File: config.mk
export PLATFORM = sky130hd
export DESIGN_NAME = flp_operand_loader
export DESIGN_NICKNAME = d
export VERILOG_FILES = /design/src/rtl/flp_pkg.sv /design/src/rtl/flp_classify.sv /design/src/rtl/flp_operand_loader.sv
export SDC_FILE = /design/constraint.sdc
export NUM_CORES = 1
export LEC_CHECK = 0
export BUFFER_PORTS_ARGS = -buffer_cell sky130_fd_sc_hd__buf_2
export CAP_MARGIN = 25
export CELL_PAD_IN_SITES_DETAIL_PLACEMENT = 0
export CELL_PAD_IN_SITES_GLOBAL_PLACEMENT = 1
export CORE_ASPECT_RATIO = 1.1
export CORE_MARGIN = 2
export CORE_UTILIZATION = 36
export DETAILED_ROUTE_END_ITERATION = 8
export GPL_TIMING_DRIVEN = 0
export PLACE_DENSITY = 0.73
export SLEW_MARGIN = 25
export SYNTH_ARGS = -nofsm -noshare
export SYNTH_HDL_FRONTEND = slang
export SYNTH_SLANG_ARGS = --single-unit
File: constraint.sdc
create_clock -name clk -period 1.44 [get_ports clk]
set_input_delay 0.072 -clock clk [delete_from_list [all_inputs] [get_ports clk]]
set_output_delay 0.072 -clock clk [all_outputs]
set_load 0.01 [all_outputs]
File: src/rtl/flp_pkg.sv
// flp_pkg: shared field widths, class codes and loader states for the operand loader
package flp_pkg;
  localparam int EXP_W = 8;
  localparam int FRAC_W = 23;
  localparam int EXP_BIAS = 127;
  localparam logic [EXP_W-1:0] EXP_MAX = 8'hFF;
  localparam logic [2:0] CLS_NORMAL = 3'd0;
  localparam logic [2:0] CLS_ZERO = 3'd1;
  localparam logic [2:0] CLS_DENORM = 3'd2;
  localparam logic [2:0] CLS_INF = 3'd3;
  localparam logic [2:0] CLS_NAN = 3'd4;
  typedef enum logic [1:0] {S_A, S_B, S_OUT} state_t;
endpackage

File: src/rtl/flp_classify.sv
// flp_classify: IEEE-754 single class from exponent/fraction (sign bit not needed, so only the magnitude enters)
module flp_classify
  import flp_pkg::*;
(
  input  logic [EXP_W+FRAC_W-1:0] mag,
  output logic [2:0]              cls
);
  logic [EXP_W-1:0] e;
  logic fz;
  // decode exponent extremes and fraction-zero into a class code
  always_comb begin
    e = mag[FRAC_W +: EXP_W];
    fz = mag[FRAC_W-1:0] == '0;
    cls = e == '0 ? (fz ? CLS_ZERO : CLS_DENORM) : e == EXP_MAX ? (fz ? CLS_INF : CLS_NAN) : CLS_NORMAL;
  end
endmodule

File: src/rtl/flp_operand_loader.sv
// flp_operand_loader: assembles two float operands from a byte stream and holds them for the adder; FLP_SWAP_EN puts the larger magnitude on flp_a
module flp_operand_loader
  import flp_pkg::*;
#(
  parameter int BUS_W = 8,
  parameter int WORD_W = 32
) (
  input  logic              clk,
  input  logic              rst_n,
  input  logic              flush,
  input  logic              in_valid,
  input  logic [BUS_W-1:0]  in_data,
  output logic              in_ready,
  output logic [WORD_W-1:0] flp_a,
  output logic [WORD_W-1:0] flp_b,
  output logic [2:0]        a_class,
  output logic [2:0]        b_class,
  output logic              swapped,
  output logic              ops_valid,
  input  logic              ops_ready
);
  localparam int BEATS = WORD_W / BUS_W;
  localparam int CW = BEATS > 1 ? $clog2(BEATS) : 1;
  state_t state, nxt;
  logic [CW-1:0] cnt;
  logic [WORD_W-1:0] a_sh, b_word, ld_a, ld_b;
  logic [WORD_W-BUS_W-1:0] b_sh;
  logic acc, last, swp;
  logic [2:0] ca, cb;
  assign in_ready = rst_n && !flush && state != S_OUT;
  assign ops_valid = state == S_OUT;
  assign acc = in_valid && in_ready;
  assign last = cnt == CW'(BEATS - 1);
  assign b_word = {b_sh, in_data};
`ifdef FLP_SWAP_EN
  assign swp = b_word[WORD_W-2:0] > a_sh[WORD_W-2:0];
`else
  assign swp = 1'b0;
`endif
  assign ld_a = swp ? b_word : a_sh;
  assign ld_b = swp ? a_sh : b_word;
  flp_classify u_cls_a (.mag(ld_a[WORD_W-2:0]), .cls(ca));
  flp_classify u_cls_b (.mag(ld_b[WORD_W-2:0]), .cls(cb));
  // state register
  always_ff @(posedge clk) begin
    if (!rst_n) state <= S_A;
    else state <= nxt;
  end
  // next state: flush aborts everywhere, words advance on their last beat, pair leaves on handshake
  always_comb begin
    nxt = state;
    nxt = flush ? S_A :
          state == S_A ? (acc && last ? S_B : S_A) :
          state == S_B ? (acc && last ? S_OUT : S_B) :
          (ops_ready ? S_A : S_OUT);
  end
  // beat counter, shift registers and held operand pair
  always_ff @(posedge clk) begin
    if (!rst_n || flush) begin
      cnt <= '0;
      a_sh <= '0;
      b_sh <= '0;
      flp_a <= '0;
      flp_b <= '0;
      a_class <= CLS_ZERO;
      b_class <= CLS_ZERO;
      swapped <= 1'b0;
    end else if (acc) begin
      cnt <= last ? '0 : cnt + 1'b1;
      if (state == S_A) a_sh <= {a_sh[WORD_W-BUS_W-1:0], in_data};
      else b_sh <= b_word[WORD_W-BUS_W-1:0];
      if (state == S_B && last) begin
        flp_a <= ld_a;
        flp_b <= ld_b;
        a_class <= ca;
        b_class <= cb;
        swapped <= swp;
      end
    end
  end
endmodule

==> impl_metrics.csv <==
group,metric,value,unit
run_status,status,"finished with violations",
run_status,violations,"negative setup slack",
cells_and_area,n_antenna_cell,0,
route,drt_iter0_markers,190,
cells_and_area,fin_util,49.1,%
die,die_w,114,um
route,first_pass_iters,4,
critical_path,cp_max_fo,10,
clocking,cts_tree,"done",
synthesis,synth-async-reset-ratio,0,%
synthesis,synth_fp_nets,623,
timing,setup_ws,-0.171,ns
clocking,root_buffer,"clkbuf_16",
timing,tns,-8.08,ns
timing,setup_viol,71,
clocking,cts.sinks,130,
critical_path,reg2reg_from,"cnt[1]",
timing,drv_slew,0,
synthesis,synthCells,609,
synthesis,ys_types,31,
critical_path,crit_arrival,1.88,ns
cells_and_area,area_growth,34.6,%
critical_path,end_kind,"flip-flop",
die,initial_utilization,36.5,%
placed_design,hpwlAfterDp,9.52,mm
power,total_leakage_power,2.40,nW
clocking,h-tree-depth,4,
placed_design,portBuffers,84,
route,wl_per_cell,15.1,um
min_path,hp-start,"in_valid",
route,via_per_inst,4.95,
job,drv_cap,0,
global_route,grt_start_max_net_pins,17,
cells_and_area,drive_gt1_share,25.0,%
clocking,cts_buffers,17,
power,power_density,1200,nW/um^2
synthesis,yosysSeqAreaShare,54.5,%
synthesis,synth_edf_count,0,
timing,skew,0.00950,ns
timing,slew_headroom,58.6,%
die,ioPinCount,86,
clocking,insertion_delay,0.42,ns
die,rows,44,
min_path,worst_hold_path_type,"in -> reg",
timing,min_period,1.61,ns
clocking,path_clk_slew,0.05,ns
cells_and_area,nets,749,
power,vdd_drop_max,643,uV
global_route,grt_use_total,19.9,%
synthesis,syn_area,4780,um^2
global_route,first_global_vias,4341,
critical_path,crit_start,"cnt[1]",
timing,max_freq,0.621,GHz
synthesis,yosysTopAreaCell,"dfxtp_1",
clocking,clockBufferDepth,2,
route,ant_nets,0,
synthesis,synth-main-ff-cell,"dfxtp_1",
global_route,antenna_found_initial,0,
synthesis,synthTopCellsByArea,"dfxtp_1 (54%), nand2_1 (19%), a21oi_1 (13%), clkbuf_1 (2.2%), nor4_1 (1.3%)",
placed_design,placed_area,5420,um^2
placed_design,gp_congestion,0.794,
timing,hold_viol_final,0,
route,drc,0,
die,die_y,125,um
cells_and_area,final_cell_mix,"nand2_1 (240), dfxtp_1 (123), a21oi_1 (120), buf_2 (88)",
synthesis,synth.avg_cell_area,7.85,um^2
global_route,grt_pass1_wl,21.9,mm
timing,worstMarginPinSlew,0.621,ns
die,core,13100,um^2
global_route,grt.overflow.total,0,
route,vias,4499,
die,die_area,14200,um^2
synthesis,yosys_warnings,0,
timing,rsz0062_at_grt,"yes",
critical_path,cp-start-kind,"flip-flop",
cells_and_area,mostFrequentLayoutCell,"nand2_1",
cells_and_area,fin_area,6430,um^2
route,totalWireLength,13.7,mm
critical_path,required,1.71,ns
critical_path,critical_path_class,"reg -> reg",
timing,period_share,112,%
synthesis,ys_seq_elements,130,
synthesis,synth.top_cell.area_share,54.5,%
[repair_timing]
item	4_1_cts	5_1_grt
pin swaps	9	2
setup endpoints to repair	99	121
endpoints found under the hold margin	25	0
gates resized for setup	42	34
cloned	2	2
setup buffers	9	3
hold buffers	9	0
[logic make-up after synthesis]
logic type,synth area share [%]
and+or+nand+nor,25.1
AOI/OAI and AO/OA,15.0
DFF,54.5
buffers and inverters,4.50
muxes,0.445
adders and majority gates,0.262
other,0.0785
xor gates and xnor gates,0.183
[worst max-delay path: stages (launching register included)]
cell     delay (ns)
dfxtp_2        0.35
ha_4           0.15
nand3_4        0.08
or3_4          0.33
buf_6          0.16
buf_8          0.14
buf_6          0.14
nand2_1        0.06
a21oi_1        0.06
[per-layer routing]
metal  vias up  share of wire (%)  track usage, %
li1       2274                  -               -
met1      2085                 44            24.2
met2       112                 49            32.6
met3        28                4.3            4.57
met4         0                2.9            10.5
met5         -                  0               0
[cells in the mapped netlist (2+ instances only)]
library cell and instances:
o41a_1 2, o21ai_1 2, nor2_1 8, buf_6 4, buf_2 10, a21oi_1 127
or2_2 2, or3_1 2, nor4_1 10, o211ai_1 2, or4_1 4, o21ai_0 7
inv_1 2, nand4_1 7, dfxtp_1 130, nand2_1 246, clkbuf_1 28, nor3_1 3
[through the flow]
| stage | std cells | hold slack, ns | power, mW | worst slack, ns |
|---|---|---|---|---|
| 4_1_cts | 905 | 0.0691 | 7.77 | -0.176 |
| 3_5_place_dp | 854 | 0.362 | 3.88 | -0.385 |
| 3_3_place_gp | 854 | 0.356 | 3.87 | -0.327 |
| 2_1_floorplan | 609 | 0.208 | 3.79 | -0.0496 |
| 5_1_grt | 908 | 0.113 | 7.97 | -0.227 |
| 6_report | 908 | 0.0980 | 7.69 | -0.171 |
[final cells by class]
cell class / instances / area [um^2]
plain buffers: 41 / 320
clock buffers: 24 / 462
inverters: 2 / 7.51
fillers: 1307 / 6670
repair buffers: 109 / 701
multi-input cells: 434 / 2070
clock inverters: 7 / 60.1
well taps: 161 / 201
flip-flops and latches: 130 / 2610
[final timing paths]
check | end | slack (ns) | cells after the start
max | flp_a[30] | -0.17 | 8
min | state[1] | 0.1 | 4
max reg2reg | flp_a[30] | -0.17 | 8
min reg2reg | flp_b[13] | 0.45 | 2
[where the power goes]
group / leakage, nW / total [mW] / switching, mW / internal (mW)
Sequential: 1.05 / 3.61 / 0.00684 / 3.61
Combinational: 1.09 / 0.226 / 0.151 / 0.0751
Clock: 0.261 / 3.85 / 1.47 / 2.39
Total: 2.40 / 7.69 / 1.63 / 6.07
[state kept, by name, indices dropped and copies added, names as in the netlist]
register,count
a_class,3
a_sh,32
b_class,3
b_sh,24
cnt,2
flp_a,32
flp_b,32
state,2
Power figures use the tool's default switching activity.
